**src/rtl/snake_dir_ctrl_pkg.sv**
```systemverilog
// ----------------------------------------------------------------------------
// snake_dir_ctrl_pkg
//   Shared definitions for the snake direction controller:
//   - direction encodings (0=UP 1=RIGHT 2=DOWN 3=LEFT)
//   - PS/2 set-2 keycode constants (prefixes, space, arrows, WASD)
//   - parser state encoding (also visible on the debug output)
//   - helper that gives the opposite direction of a heading
// ----------------------------------------------------------------------------
package snake_dir_ctrl_pkg;

  // Direction encodings.  Opposite directions differ only in bit 1.
  localparam logic [1:0] DIR_UP    = 2'd0;
  localparam logic [1:0] DIR_RIGHT = 2'd1;
  localparam logic [1:0] DIR_DOWN  = 2'd2;
  localparam logic [1:0] DIR_LEFT  = 2'd3;

  // PS/2 set-2 bytes.
  localparam logic [7:0] KC_EXT   = 8'hE0;
  localparam logic [7:0] KC_BRK   = 8'hF0;
  localparam logic [7:0] KC_SPACE = 8'h29;
  localparam logic [7:0] KC_UP    = 8'h75;
  localparam logic [7:0] KC_RIGHT = 8'h74;
  localparam logic [7:0] KC_DOWN  = 8'h72;
  localparam logic [7:0] KC_LEFT  = 8'h6B;
  localparam logic [7:0] KC_W     = 8'h1D;
  localparam logic [7:0] KC_S     = 8'h1B;
  localparam logic [7:0] KC_A     = 8'h1C;
  localparam logic [7:0] KC_D     = 8'h23;

  // Parser states.
  typedef enum logic [1:0] {
    P_IDLE    = 2'd0,
    P_EXT     = 2'd1,
    P_BRK     = 2'd2,
    P_EXT_BRK = 2'd3
  } parser_state_e;

  function automatic logic [1:0] opposite_dir(input logic [1:0] d);
    return d ^ 2'b10;
  endfunction

endpackage

```
**src/rtl/snake_dir_ctrl_dir_fifo.sv**
```systemverilog
// ----------------------------------------------------------------------------
// dir_fifo
//   DEPTH x 2-bit direction FIFO.  Pop on an empty FIFO is ignored; push on a
//   full FIFO is accepted only when a pop happens on the same edge.
//   Ports:
//     clk_i, rst_i   clock, asynchronous active-high reset
//     push_i, din_i  push request and data
//     pop_i          pop request
//     head_o         oldest entry (valid when !empty_o)
//     tail_o         newest entry (valid when !empty_o)
//     full_o/empty_o occupancy flags
//     count_o        entries queued, 0..DEPTH
// ----------------------------------------------------------------------------
module dir_fifo #(
  parameter int DEPTH = 4,
  parameter int AW    = 2
) (
  input  logic          clk_i,
  input  logic          rst_i,
  input  logic          push_i,
  input  logic [1:0]    din_i,
  input  logic          pop_i,
  output logic [1:0]    head_o,
  output logic [1:0]    tail_o,
  output logic          full_o,
  output logic          empty_o,
  output logic [AW:0]   count_o
);

  localparam logic [AW:0] FULL_CNT = (AW+1)'(DEPTH);

  logic [1:0]    mem_q [DEPTH];
  logic [AW-1:0] rd_q, wr_q;
  logic [AW:0]   cnt_q;
  logic          do_pop, do_push;

  assign empty_o = (cnt_q == '0);
  assign full_o  = (cnt_q == FULL_CNT);
  assign do_pop  = pop_i && !empty_o;
  // A full FIFO still takes a push when the same edge frees a slot.
  assign do_push = push_i && (!full_o || do_pop);

  assign head_o  = mem_q[rd_q];
  assign tail_o  = mem_q[wr_q - AW'(1)];
  assign count_o = cnt_q;

  always_ff @(posedge clk_i or posedge rst_i) begin
    if (rst_i) begin
      rd_q  <= '0;
      wr_q  <= '0;
      cnt_q <= '0;
    end else begin
      if (do_pop)  rd_q <= rd_q + AW'(1);
      if (do_push) wr_q <= wr_q + AW'(1);
      case ({do_push, do_pop})
        2'b10:   cnt_q <= cnt_q + (AW+1)'(1);
        2'b01:   cnt_q <= cnt_q - (AW+1)'(1);
        default: cnt_q <= cnt_q;
      endcase
    end
  end

  // Storage needs no reset: entries are only read while counted.
  always_ff @(posedge clk_i) begin
    if (do_push) mem_q[wr_q] <= din_i;
  end

endmodule

```
**src/rtl/snake_dir_ctrl.sv**
```systemverilog
// ----------------------------------------------------------------------------
// snake_dir_ctrl
//   Turns PS/2 set-2 bytes into snake direction commands, queues them and
//   applies one per game tick, discarding 180-degree reversals.  Space toggles
//   pause.  Build macro SNAKE_WASD_EN additionally accepts W/A/S/D make codes.
//   Ports:
//     CLK, RST      clock, asynchronous active-high reset
//     keycode       received byte, valid while newkeyStrobe=1
//     newkeyStrobe  one-cycle pulse per received byte
//     tick          one-cycle game-step pulse
//     dir           current heading (0=UP 1=RIGHT 2=DOWN 3=LEFT)
//     dir_changed   one-cycle pulse, high in the cycle dir shows a new value
//     paused        pause state
//     overflow      sticky: a command was dropped on a full queue
//     fifo_count    entries queued
//     parser_state  debug view of the byte parser state
//   Handshake: no backpressure; a byte is consumed on every edge where
//   newkeyStrobe=1, a tick is consumed on every edge where tick=1.
// ----------------------------------------------------------------------------
module snake_dir_ctrl
  import snake_dir_ctrl_pkg::*;
#(
  parameter int DEPTH = 4,
  parameter int AW    = 2
) (
  input  logic          CLK,
  input  logic          RST,
  input  logic [7:0]    keycode,
  input  logic          newkeyStrobe,
  input  logic          tick,
  output logic [1:0]    dir,
  output logic          dir_changed,
  output logic          paused,
  output logic          overflow,
  output logic [AW:0]   fifo_count,
  output logic [1:0]    parser_state
);

  parser_state_e state_q, state_d;
  logic          paused_q, paused_d;
  logic [1:0]    dir_q;
  logic          dir_changed_q;
  logic          overflow_q;

  logic          push_req;
  logic [1:0]    push_dir;
  logic          push_ok;
  logic          pop;
  logic [1:0]    fifo_head, fifo_tail;
  logic          fifo_full, fifo_empty;
  logic [1:0]    last_cmd;

  // Byte decode: next parser state, pause toggle and any direction command.
  always_comb begin
    state_d  = state_q;
    paused_d = paused_q;
    push_req = 1'b0;
    push_dir = DIR_UP;
    if (newkeyStrobe) begin
      case (state_q)
        P_IDLE: begin
          if (keycode == KC_EXT)        state_d  = P_EXT;
          else if (keycode == KC_BRK)   state_d  = P_BRK;
          else if (keycode == KC_SPACE) paused_d = !paused_q;
`ifdef SNAKE_WASD_EN
          else if (keycode == KC_W) begin push_req = 1'b1; push_dir = DIR_UP;    end
          else if (keycode == KC_S) begin push_req = 1'b1; push_dir = DIR_DOWN;  end
          else if (keycode == KC_A) begin push_req = 1'b1; push_dir = DIR_LEFT;  end
          else if (keycode == KC_D) begin push_req = 1'b1; push_dir = DIR_RIGHT; end
`endif
        end
        P_EXT: begin
          state_d = P_IDLE;
          if (keycode == KC_BRK)        state_d = P_EXT_BRK;
          else if (keycode == KC_EXT)   state_d = P_EXT;
          else if (keycode == KC_UP)    begin push_req = 1'b1; push_dir = DIR_UP;    end
          else if (keycode == KC_RIGHT) begin push_req = 1'b1; push_dir = DIR_RIGHT; end
          else if (keycode == KC_DOWN)  begin push_req = 1'b1; push_dir = DIR_DOWN;  end
          else if (keycode == KC_LEFT)  begin push_req = 1'b1; push_dir = DIR_LEFT;  end
        end
        // Byte after a break prefix is the released key: swallow it.
        default: state_d = P_IDLE;
      endcase
    end
  end

  // Typematic repeats collapse against the newest pending command, or the
  // live heading when nothing is pending.
  assign last_cmd = fifo_empty ? dir_q : fifo_tail;
  assign push_ok  = push_req && (push_dir != last_cmd);
  // Tick sees the pause value from before any same-edge toggle.
  assign pop      = tick && !paused_q && !fifo_empty;

  dir_fifo #(.DEPTH(DEPTH), .AW(AW)) u_fifo (
    .clk_i   (CLK),
    .rst_i   (RST),
    .push_i  (push_ok),
    .din_i   (push_dir),
    .pop_i   (pop),
    .head_o  (fifo_head),
    .tail_o  (fifo_tail),
    .full_o  (fifo_full),
    .empty_o (fifo_empty),
    .count_o (fifo_count)
  );

  always_ff @(posedge CLK or posedge RST) begin
    if (RST) begin
      state_q       <= P_IDLE;
      paused_q      <= 1'b0;
      dir_q         <= DIR_RIGHT;
      dir_changed_q <= 1'b0;
      overflow_q    <= 1'b0;
    end else begin
      state_q       <= state_d;
      paused_q      <= paused_d;
      dir_changed_q <= 1'b0;
      // A popped reversal is dropped silently.
      if (pop && (fifo_head != opposite_dir(dir_q))) begin
        dir_q         <= fifo_head;
        dir_changed_q <= 1'b1;
      end
      if (push_ok && fifo_full && !pop) overflow_q <= 1'b1;
    end
  end

  assign dir          = dir_q;
  assign dir_changed  = dir_changed_q;
  assign paused       = paused_q;
  assign overflow     = overflow_q;
  assign parser_state = state_q;

endmodule

```
**config.mk**
```make
export PLATFORM = sky130hd
export DESIGN_NAME = snake_dir_ctrl
export DESIGN_NICKNAME = d
export VERILOG_FILES = /design/src/rtl/snake_dir_ctrl_pkg.sv /design/src/rtl/snake_dir_ctrl_dir_fifo.sv /design/src/rtl/snake_dir_ctrl.sv
export SDC_FILE = /design/constraint.sdc
export NUM_CORES = 1
export LEC_CHECK = 0
export CAP_MARGIN = 30
export CORE_UTILIZATION = 58
export CTS_BUF_LIST = sky130_fd_sc_hd__clkbuf_8
export CTS_CLUSTER_DIAMETER = 50
export DETAILED_ROUTE_END_ITERATION = 7
export GPL_ROUTABILITY_DRIVEN = 0
export HOLD_SLACK_MARGIN = 0.12
export PLACE_DENSITY = 0.86
export SETUP_SLACK_MARGIN = 0.15
export SLEW_MARGIN = 10
export SYNTH_ARGS = -nofsm -noshare
export SYNTH_HDL_FRONTEND = slang
export SYNTH_SLANG_ARGS = --single-unit
```
**constraint.sdc**
```tcl
create_clock -name CLK -period 5.83 [get_ports CLK]
set_clock_uncertainty 0.05 [all_clocks]
set_input_delay 0.8745 -clock CLK [delete_from_list [all_inputs] [get_ports CLK]]
set_output_delay 0.8745 -clock CLK [all_outputs]
set_load 0.02 [all_outputs]
```
=== Word-level counts from Yosys, hierarchy flattened ===
Memory sizes are Yosys's and may differ from the RTL's.
Cells that the tools add are included.

* Register bits after elaboration: 14
* Memory bits (writable): 8
* Input port bits: 12
* Output and inout bits: 10
* Word-level logic and storage cells: 75
* Memories: 1

* Add/subtract/negate cells: 5
* Equality and inequality tests: 14
* Mux-type cells: 26
* Bitwise gates (word level): 3
* Reduce and logical (&&, ||, !) cells: 18

{| class="wikitable"
|+ Memory list
! memory !! depth !! width !! rd ports !! clocked after Yosys merged registers in !! write ports !! line !! source
|-
| u_fifo.mem_q || 4 || 2 || 2 || 0 || 1 || snake_dir_ctrl_dir_fifo.sv:32 || <nowiki>logic [1:0] mem_q [DEPTH];</nowiki>
|}

{| class="wikitable"
|+ Operator list
! kind !! count
|-
| 8-bit by 7-bit equality test with 1-bit output, second input constant || 4
|-
| 2-bit 2-to-1 mux || 12
|-
| 8-bit equality test, second input constant || 2
|-
| 1-bit 2-to-1 mux || 12
|-
| 8-bit by 6-bit equality test with 1-bit output, second input constant || 1
|-
| 1-bit logical AND || 8
|-
| 3-bit case mux with 2 select lines || 1
|-
| 5-bit AND reduction || 1
|-
| 2-bit by 1-bit adder with 2-bit output, second input constant || 2
|-
| 2-bit by 1-bit equality test with 1-bit output, second input constant || 2
|-
| 1-bit zero test || 4
|-
| 2-bit inequality test || 2
|-
| 2-bit case mux with 2 select lines || 1
|-
| 3-bit by 1-bit adder with 3-bit output, second input constant || 1
|-
| 3-bit equality test, second input constant || 1
|-
| 3-bit zero test || 1
|-
| 3-bit inequality test, second input constant || 1
|-
| 1-bit NOT || 3
|-
| 3-bit by 1-bit subtractor with 3-bit output, second input constant || 1
|-
| 2-bit equality test, second input constant || 1
|-
| 2-bit zero test || 1
|-
| 2-bit AND reduction || 1
|-
| 2-bit nonzero test || 1
|-
| 2-bit by 1-bit subtractor with 2-bit output, second input constant || 1
|-
| 1-bit logical OR || 1
|}

=== Depth between registers and ports, before layout ===
* Depth in word-level cells: 14
* Gate-level depth with buffers: 15
* Gate-level depth less buffers: 14

=== By module ===
A second synthesis with hierarchy kept.

* Cell total of the unflattened synthesis: 123
* Area, all modules: 1397.6 um^2

{| class="wikitable"
|+ Modules (own cells, without submodules)
! module !! times used !! cells each !! area each (um^2) !! sequential area each (um^2)
|-
| dir_fifo || 1 || 68 || 857.1 || 415.4
|-
| snake_dir_ctrl || 1 || 55 || 540.5 || 176.4
|}

=== Worst setup path after synthesis ===
No wires, ideal clock.

* Kind: input -> register
* Start: input keycode[0]
* End: register u_fifo.cnt_q[2], in the netlist u_fifo.count_o[2]
* Setup time: 0.080 ns
* Data arrival time: 3.031 ns
* Data required time: 5.700 ns
* Path slack: 2.669 ns
* Cell stages on the path: 13
* Path buffers: 1
* Cell sequence: nand4bb_1 or4b_4 nand3_2 nor4_1 and3_1 buf_6 inv_1 ha_1 inv_1 fa_1 xor2_1 nor2_1 xor2_1

* Cells in the longest elaborated chain, start to end: 14
* Elaborated cells on any way between the ends: 29
* Those cells by class: eq/ne: 9; mux: 17; reduce/logical: 3

{| class="wikitable"
|+ Ends and longest elaborated chain
! item !! line !! source
|-
| start, declared || snake_dir_ctrl.sv:28 || <nowiki>input logic [7:0] keycode,</nowiki>
|-
| 8-bit by 7-bit equality test with 1-bit output || snake_dir_ctrl.sv:79 || <nowiki>else if (keycode == KC_LEFT) begin push_req = 1'b1; push_dir = DIR_LEFT; end</nowiki>
|-
| 2-bit 2-to-1 mux || snake_dir_ctrl.sv:79 ||
|-
| 2-bit 2-to-1 mux || snake_dir_ctrl.sv:78 || <nowiki>else if (keycode == KC_DOWN) begin push_req = 1'b1; push_dir = DIR_DOWN; end</nowiki>
|-
| 2-bit 2-to-1 mux || snake_dir_ctrl.sv:77 || <nowiki>else if (keycode == KC_RIGHT) begin push_req = 1'b1; push_dir = DIR_RIGHT; end</nowiki>
|-
| 2-bit 2-to-1 mux || snake_dir_ctrl.sv:76 || <nowiki>else if (keycode == KC_UP) begin push_req = 1'b1; push_dir = DIR_UP; end</nowiki>
|-
| 2-bit 2-to-1 mux || snake_dir_ctrl.sv:75 || <nowiki>else if (keycode == KC_EXT) state_d = P_EXT;</nowiki>
|-
| 2-bit 2-to-1 mux || snake_dir_ctrl.sv:74 || <nowiki>if (keycode == KC_BRK) state_d = P_EXT_BRK;</nowiki>
|-
| 2-bit 2-to-1 mux || snake_dir_ctrl.sv:60 || <nowiki>case (state_q)</nowiki>
|-
| 2-bit 2-to-1 mux || snake_dir_ctrl.sv:59 || <nowiki>if (newkeyStrobe) begin</nowiki>
|-
| 2-bit inequality test || snake_dir_ctrl.sv:90 || <nowiki>assign push_ok = push_req && (push_dir != last_cmd);</nowiki>
|-
| 1-bit logical AND (*) || snake_dir_ctrl.sv:90 ||
|-
| 1-bit logical AND (*) || snake_dir_ctrl_dir_fifo.sv:41 || <nowiki>assign do_push = push_i && (!full_o || do_pop);</nowiki>
|-
| 2-bit by 1-bit equality test with 1-bit output / 2-bit equality test (equally long branches) || snake_dir_ctrl_dir_fifo.sv:55 || <nowiki>case ({do_push, do_pop})</nowiki>
|-
| 3-bit case mux with 2 select lines / 2-bit nonzero test (equally long branches) || n/a ||
|-
| end signal, assigned || snake_dir_ctrl_dir_fifo.sv:56 || <nowiki>2'b10: cnt_q <= cnt_q + (AW+1)'(1);</nowiki>
|-
| end signal, assigned || snake_dir_ctrl_dir_fifo.sv:57 || <nowiki>2'b01: cnt_q <= cnt_q - (AW+1)'(1);</nowiki>
|-
| end signal, assigned || snake_dir_ctrl_dir_fifo.sv:58 || <nowiki>default: cnt_q <= cnt_q;</nowiki>
|-
| end, declared || snake_dir_ctrl_dir_fifo.sv:34 || <nowiki>logic [AW:0] cnt_q;</nowiki>
|}

Every way passes the cells marked *; elsewhere a longest branch is shown, timed or not.
A chain may end at the register's enable or synchronous reset.

=== Worst setup path in the final report ===
* Start: input keycode[4]
* End: register u_fifo.cnt_q[2], in the netlist u_fifo.count_o[2]

The elaborated chain is that of the path after synthesis.

==> out/qor_table.md <==
| Stage | Result | Reported |
|---|---|---|
| clocking | TritonCTS clock tree | yes |
| logic synthesis | Main combinational cell family by area after synthesis | simple AND/OR/NAND/NOR gates |
| logic synthesis | Area contributors post-synth | sky130_fd_sc_hd__dfrtp_1, sky130_fd_sc_hd__edfxtp_1, sky130_fd_sc_hd__mux4_2, sky130_fd_sc_hd__ha_1, sky130_fd_sc_hd__xnor2_1 |
| route | Drt total wl | 2.42 mm |
| finish | Signed area change from the synthesized netlist to the final layout | 23.5% |
| critical path | FF-to-FF path depth | 14 |
| global route | GRT Util Overall | 22.6% |
| global route | First-pass GRT wire length | 4.07 mm |
| timing | Max Fclk | 274 MHz |
| power | Static leakage | 0.664 nW |
| finish | Diodes inserted | 0 |
| placed design | Number of buffer cells added on primary ports | 21 |
| critical path | Kind of critical path | input pin to flop |
| timing | Number of max-slew violations in the final report | 0 |
| clocking | Total of hold buffers inserted after clock tree synthesis | 0 |
| global route | Largest net degree at the start of global routing | 15 |
| flow run | Max capacitance violation total | 0 |
| critical path | Setup slack on the worst flop-to-flop path | 2.60 ns |
| timing | Unrepaired setup endpoints after global routing | no |
| clocking | Buffers from clock root to sink, at most | 2 |
| route | Post-DR wirelength/cell | 15.7 um |
| critical path | Endpoint of the most critical register-to-register path | u_fifo.count_o[2] |
| clocking | Number of post-CTS setup repair buffers | 0 |
| logic synthesis | Fraction of the mapped netlist area in adder cells | 6.46% |
| timing | Total negative slack | 0 ns |
| finish | Proportion of layout cells with a drive suffix above 1 | 11.8% |
| route | Drt via density | 5.85 |
| clocking | Number of levels the H-tree was split into | 1 |
| timing | Worst slew margin | 63.6% |
| logic synthesis | Post-synthesis cell count | 104 |
| logic synthesis | Yosys cell types | 41 |
| hold path | Worst hold path class | flop to flop |
| logic synthesis | Fraction of the mapped netlist area in simple logic gates | 18.4% |
| clocking | Worst-path clk slew | 0.08 ns |
| critical path | Startpoint class of the critical path | input pin |
| route | Initial drt markers | 36 |
| placed design | Detailed-placement wirelength estimate | 1.78 mm |
| critical path | Required @ worst endpoint | 5.97 ns |
| route | Residual antenna-violating net count after detailed routing | 0 |
| clocking | CTS sink cnt | 22 |
| route | DRC | 0 |
| clocking | Clock latency of the later-clocked register in the worst-skew pair | 0.26 ns |
| logic synthesis | Synth Cell Area | 1280 um^2 |
| critical path | Worst Setup SP | keycode[4] |
| power | Largest vdd supply drop | 238 uV |
| timing | Worst-Margin Slew | 0.546 ns |
| clocking | Num CTS Buffers | 3 |
| critical path | Kind of cell adding the most delay to the critical path | simple AND/OR/NAND/NOR gates |
| die | Placeable Area | 2020 um^2 |
| critical path | Source of the worst register-to-register timing path | u_fifo.wr_q[0] |
| timing | Hold violation total from the final report | 0 |
| critical path | Maximum fanout along the worst path | 7 |
| critical path | Critical-path cell with the highest stage delay | sky130_fd_sc_hd__clkdlybuf4s50_1 |
| logic synthesis | Mux cell area share after synthesis | 12.3% |
| logic synthesis | Compound-gate portion of the synthesized area | 5.09% |
| critical path | CP max stage delay | 0.51 ns |
| die | Floorplan die area | 2390 um^2 |
| die | Num rows | 16 |
| logic synthesis | Mean instance size in the synthesized netlist | 12.3 um^2 |
| die | Initial cell density of the core | 63.2% |
| critical path | Ordered list of cells on the worst path | clkdlybuf4s50_1 -> nand4bb_1 -> o32ai_1 -> xor2_1 -> nand2_1 -> and3_1 -> inv_1 -> ha_1 -> inv_1 -> fa_1 -> xor2_1 -> nor2_1 -> xor2_1 |
| clocking | Cells resized by post-CTS repair | 0 |
| critical path | Sort of element at the end of the critical path | flop |
| logic synthesis | Top cell type's share of synthesized area | 25.5% |
| timing | Minimum period implied by the final worst setup slack | 3.65 ns |
| global route | Initial antenna violation count | 0 |
| logic synthesis | Yosys reg bits | 22 |
| outcome | Outcome | finished, final reports clean |
| logic synthesis | Cell type with the largest total area after synthesis | sky130_fd_sc_hd__dfrtp_1 |
| timing | Final setup violation count | 0 |
| route | Number of detailed-routing iterations run before antenna repair | 4 |
| die | Boundary Pins | 22 |
| finish | Nets@finish | 146 |
| logic synthesis | Syn. warnings | 0 |
| route | Via count | 901 |
| die | Die span in x | 48.9 um |
| clocking | Clock Tree Root | sky130_fd_sc_hd__clkbuf_8 |
| logic synthesis | Net count after synthesis | 122 |
| die | Vertical extent of the die | 48.9 um |
| global route | Congestion Overflow GR | 0 |
| global route | Via count of the first global-routing pass | 893 |
| critical path | CP endpoint | u_fifo.count_o[2] |
| critical path | CP Data Arrival Time | 3.79 ns |
| critical path | Critical path depth in cells | 13 |
| timing | Final clock period utilization by the worst path | 62.6% |
| placed design | Setup WS pre-CTS | 1.95 ns |
| logic synthesis | Sequential area share after synthesis | 46.3% |
| critical path | Worst path buffer plus inverter count | 3 |
| logic synthesis | Xor/xnor cell area share of the yosys netlist | 7.54% |
| power | Total power density per cell area | 353 nW/um^2 |
| critical path | Crit path top cell by count | sky130_fd_sc_hd__xor2_1 |
| timing | Slack of the critical path | 2.18 ns |
kinds of logic (layout without fill, tap and decap cells):
family	after synthesis	in the layout
simple gates	35	35
flops	22	22
xor+xnor	11	11
buf+inv	11	34
mux	10	10
compound gates	9	9
fa+ha+maj	6	6
per-stage QoR:
step	area, um^2	cells	power [mW]	hold slack, ns	utilization [%]
after floorplan	1280	104	0.344	0.450	-
after global placement	1510	150	0.408	0.432	74.5
after detailed placement	1510	150	0.417	0.419	74.5
after CTS	1580	154	0.560	0.447	78.0
after global routing	1580	154	0.586	0.471	78.0
final	1580	154	0.557	0.446	78.0
report_power, final:
group	internal (mW)	total [mW]	switching, mW	leakage (nW)
combinational	0.0993	0.188	0.0889	0.367
clock	0.0917	0.143	0.0518	0.0357
sequential	0.191	0.225	0.0340	0.262
registers in the layout, indices dropped and copies added (netlist names):
name	flops
u_fifo.rd_q	2
u_fifo.count_o	3
paused	1
dir_changed	1
u_fifo.mem_q	8
u_fifo.wr_q	2
overflow	1
dir	2
parser_state	2
placed cells by master, fill, tap and decap left out, drive strengths merged:
master,n
nand4bb,3
xor2,5
a21oi,1
bufinv,1
nor3,1
nand2b,4
o211ai,1
and3b,2
o21bai,1
dfrtp,13
dfstp,1
and3,1
ha,5
nor4,1
fa,1
clkdlybuf4s50,21
xnor2,6
mux2i,3
mux2,3
a32oi,1
nand2,5
edfxtp,8
o31ai,1
and2,4
inv,9
mux4,4
a21boi,1
nor3b,1
nor2,3
or3,1
clkbuf,3
nand4,1
and4,1
o21a,1
or4b,2
nor2b,3
o21ai,1
o32ai,1
nand3,2
layout make-up:
type | instances | area, um^2
clock buffers | 3 | 41.3
clock inverters | 1 | 30.0
fillers | 128 | 444
inverters | 9 | 33.8
multi-input cells | 71 | 637
flip-flops and latches | 22 | 592
well taps | 27 | 33.8
repair buffers | 21 | 210
how the worst min path moves through the flow:
stage	startpoint	endpoint	slack [ns]	depth (start not counted)
floorplan	u_fifo.rd_q[1]	u_fifo.rd_q[1]	0.45	1
global placement	overflow	overflow	0.43	1
detailed placement	overflow	overflow	0.42	1
CTS	overflow	overflow	0.45	1
global route	overflow	overflow	0.47	1
finish	overflow	overflow	0.45	1
cell usage after synthesis:
cell type and n:
sky130_fd_sc_hd__a21boi_1 1, sky130_fd_sc_hd__nor2b_1 3, sky130_fd_sc_hd__edfxtp_1 8, sky130_fd_sc_hd__nor3_1 1, sky130_fd_sc_hd__a32oi_1 1, sky130_fd_sc_hd__and3_1 1
sky130_fd_sc_hd__nand4_1 1, sky130_fd_sc_hd__o21a_1 1, sky130_fd_sc_hd__o21bai_1 1, sky130_fd_sc_hd__nand2b_1 4, sky130_fd_sc_hd__a21oi_1 1, sky130_fd_sc_hd__and4_1 1
sky130_fd_sc_hd__xor2_1 5, sky130_fd_sc_hd__o21ai_0 1, sky130_fd_sc_hd__nor2_1 3, sky130_fd_sc_hd__nor3b_1 1, sky130_fd_sc_hd__nand2_1 5, sky130_fd_sc_hd__nand3_1 1
sky130_fd_sc_hd__nand3_2 1, sky130_fd_sc_hd__clkbuf_1 1, sky130_fd_sc_hd__dfstp_2 1, sky130_fd_sc_hd__mux4_2 4, sky130_fd_sc_hd__or4b_2 1, sky130_fd_sc_hd__dfrtp_1 13
sky130_fd_sc_hd__o211ai_1 1, sky130_fd_sc_hd__o31ai_1 1, sky130_fd_sc_hd__nor4_1 1, sky130_fd_sc_hd__fa_1 1, sky130_fd_sc_hd__and2_1 4, sky130_fd_sc_hd__or4b_4 1
sky130_fd_sc_hd__nand4bb_1 3, sky130_fd_sc_hd__mux2i_1 3, sky130_fd_sc_hd__inv_1 9, sky130_fd_sc_hd__o32ai_1 1, sky130_fd_sc_hd__and3b_1 2, sky130_fd_sc_hd__buf_6 1
sky130_fd_sc_hd__ha_1 5, sky130_fd_sc_hd__xnor2_1 6, sky130_fd_sc_hd__or3_1 1, sky130_fd_sc_hd__mux2_4 1, sky130_fd_sc_hd__mux2_2 2
per-layer routing:
layer  up-vias  share of wire [%]  GRT usage, %  wire length [um]
met5         -                  0             0                 0
met1       435                 44          30.8              1070
met4         0               0.70          8.33                17
met2        41                 51          37.7              1240
met3         4                4.0          1.87                96
li1        421                  -             -                 -
(Power assumes the default switching activity.)
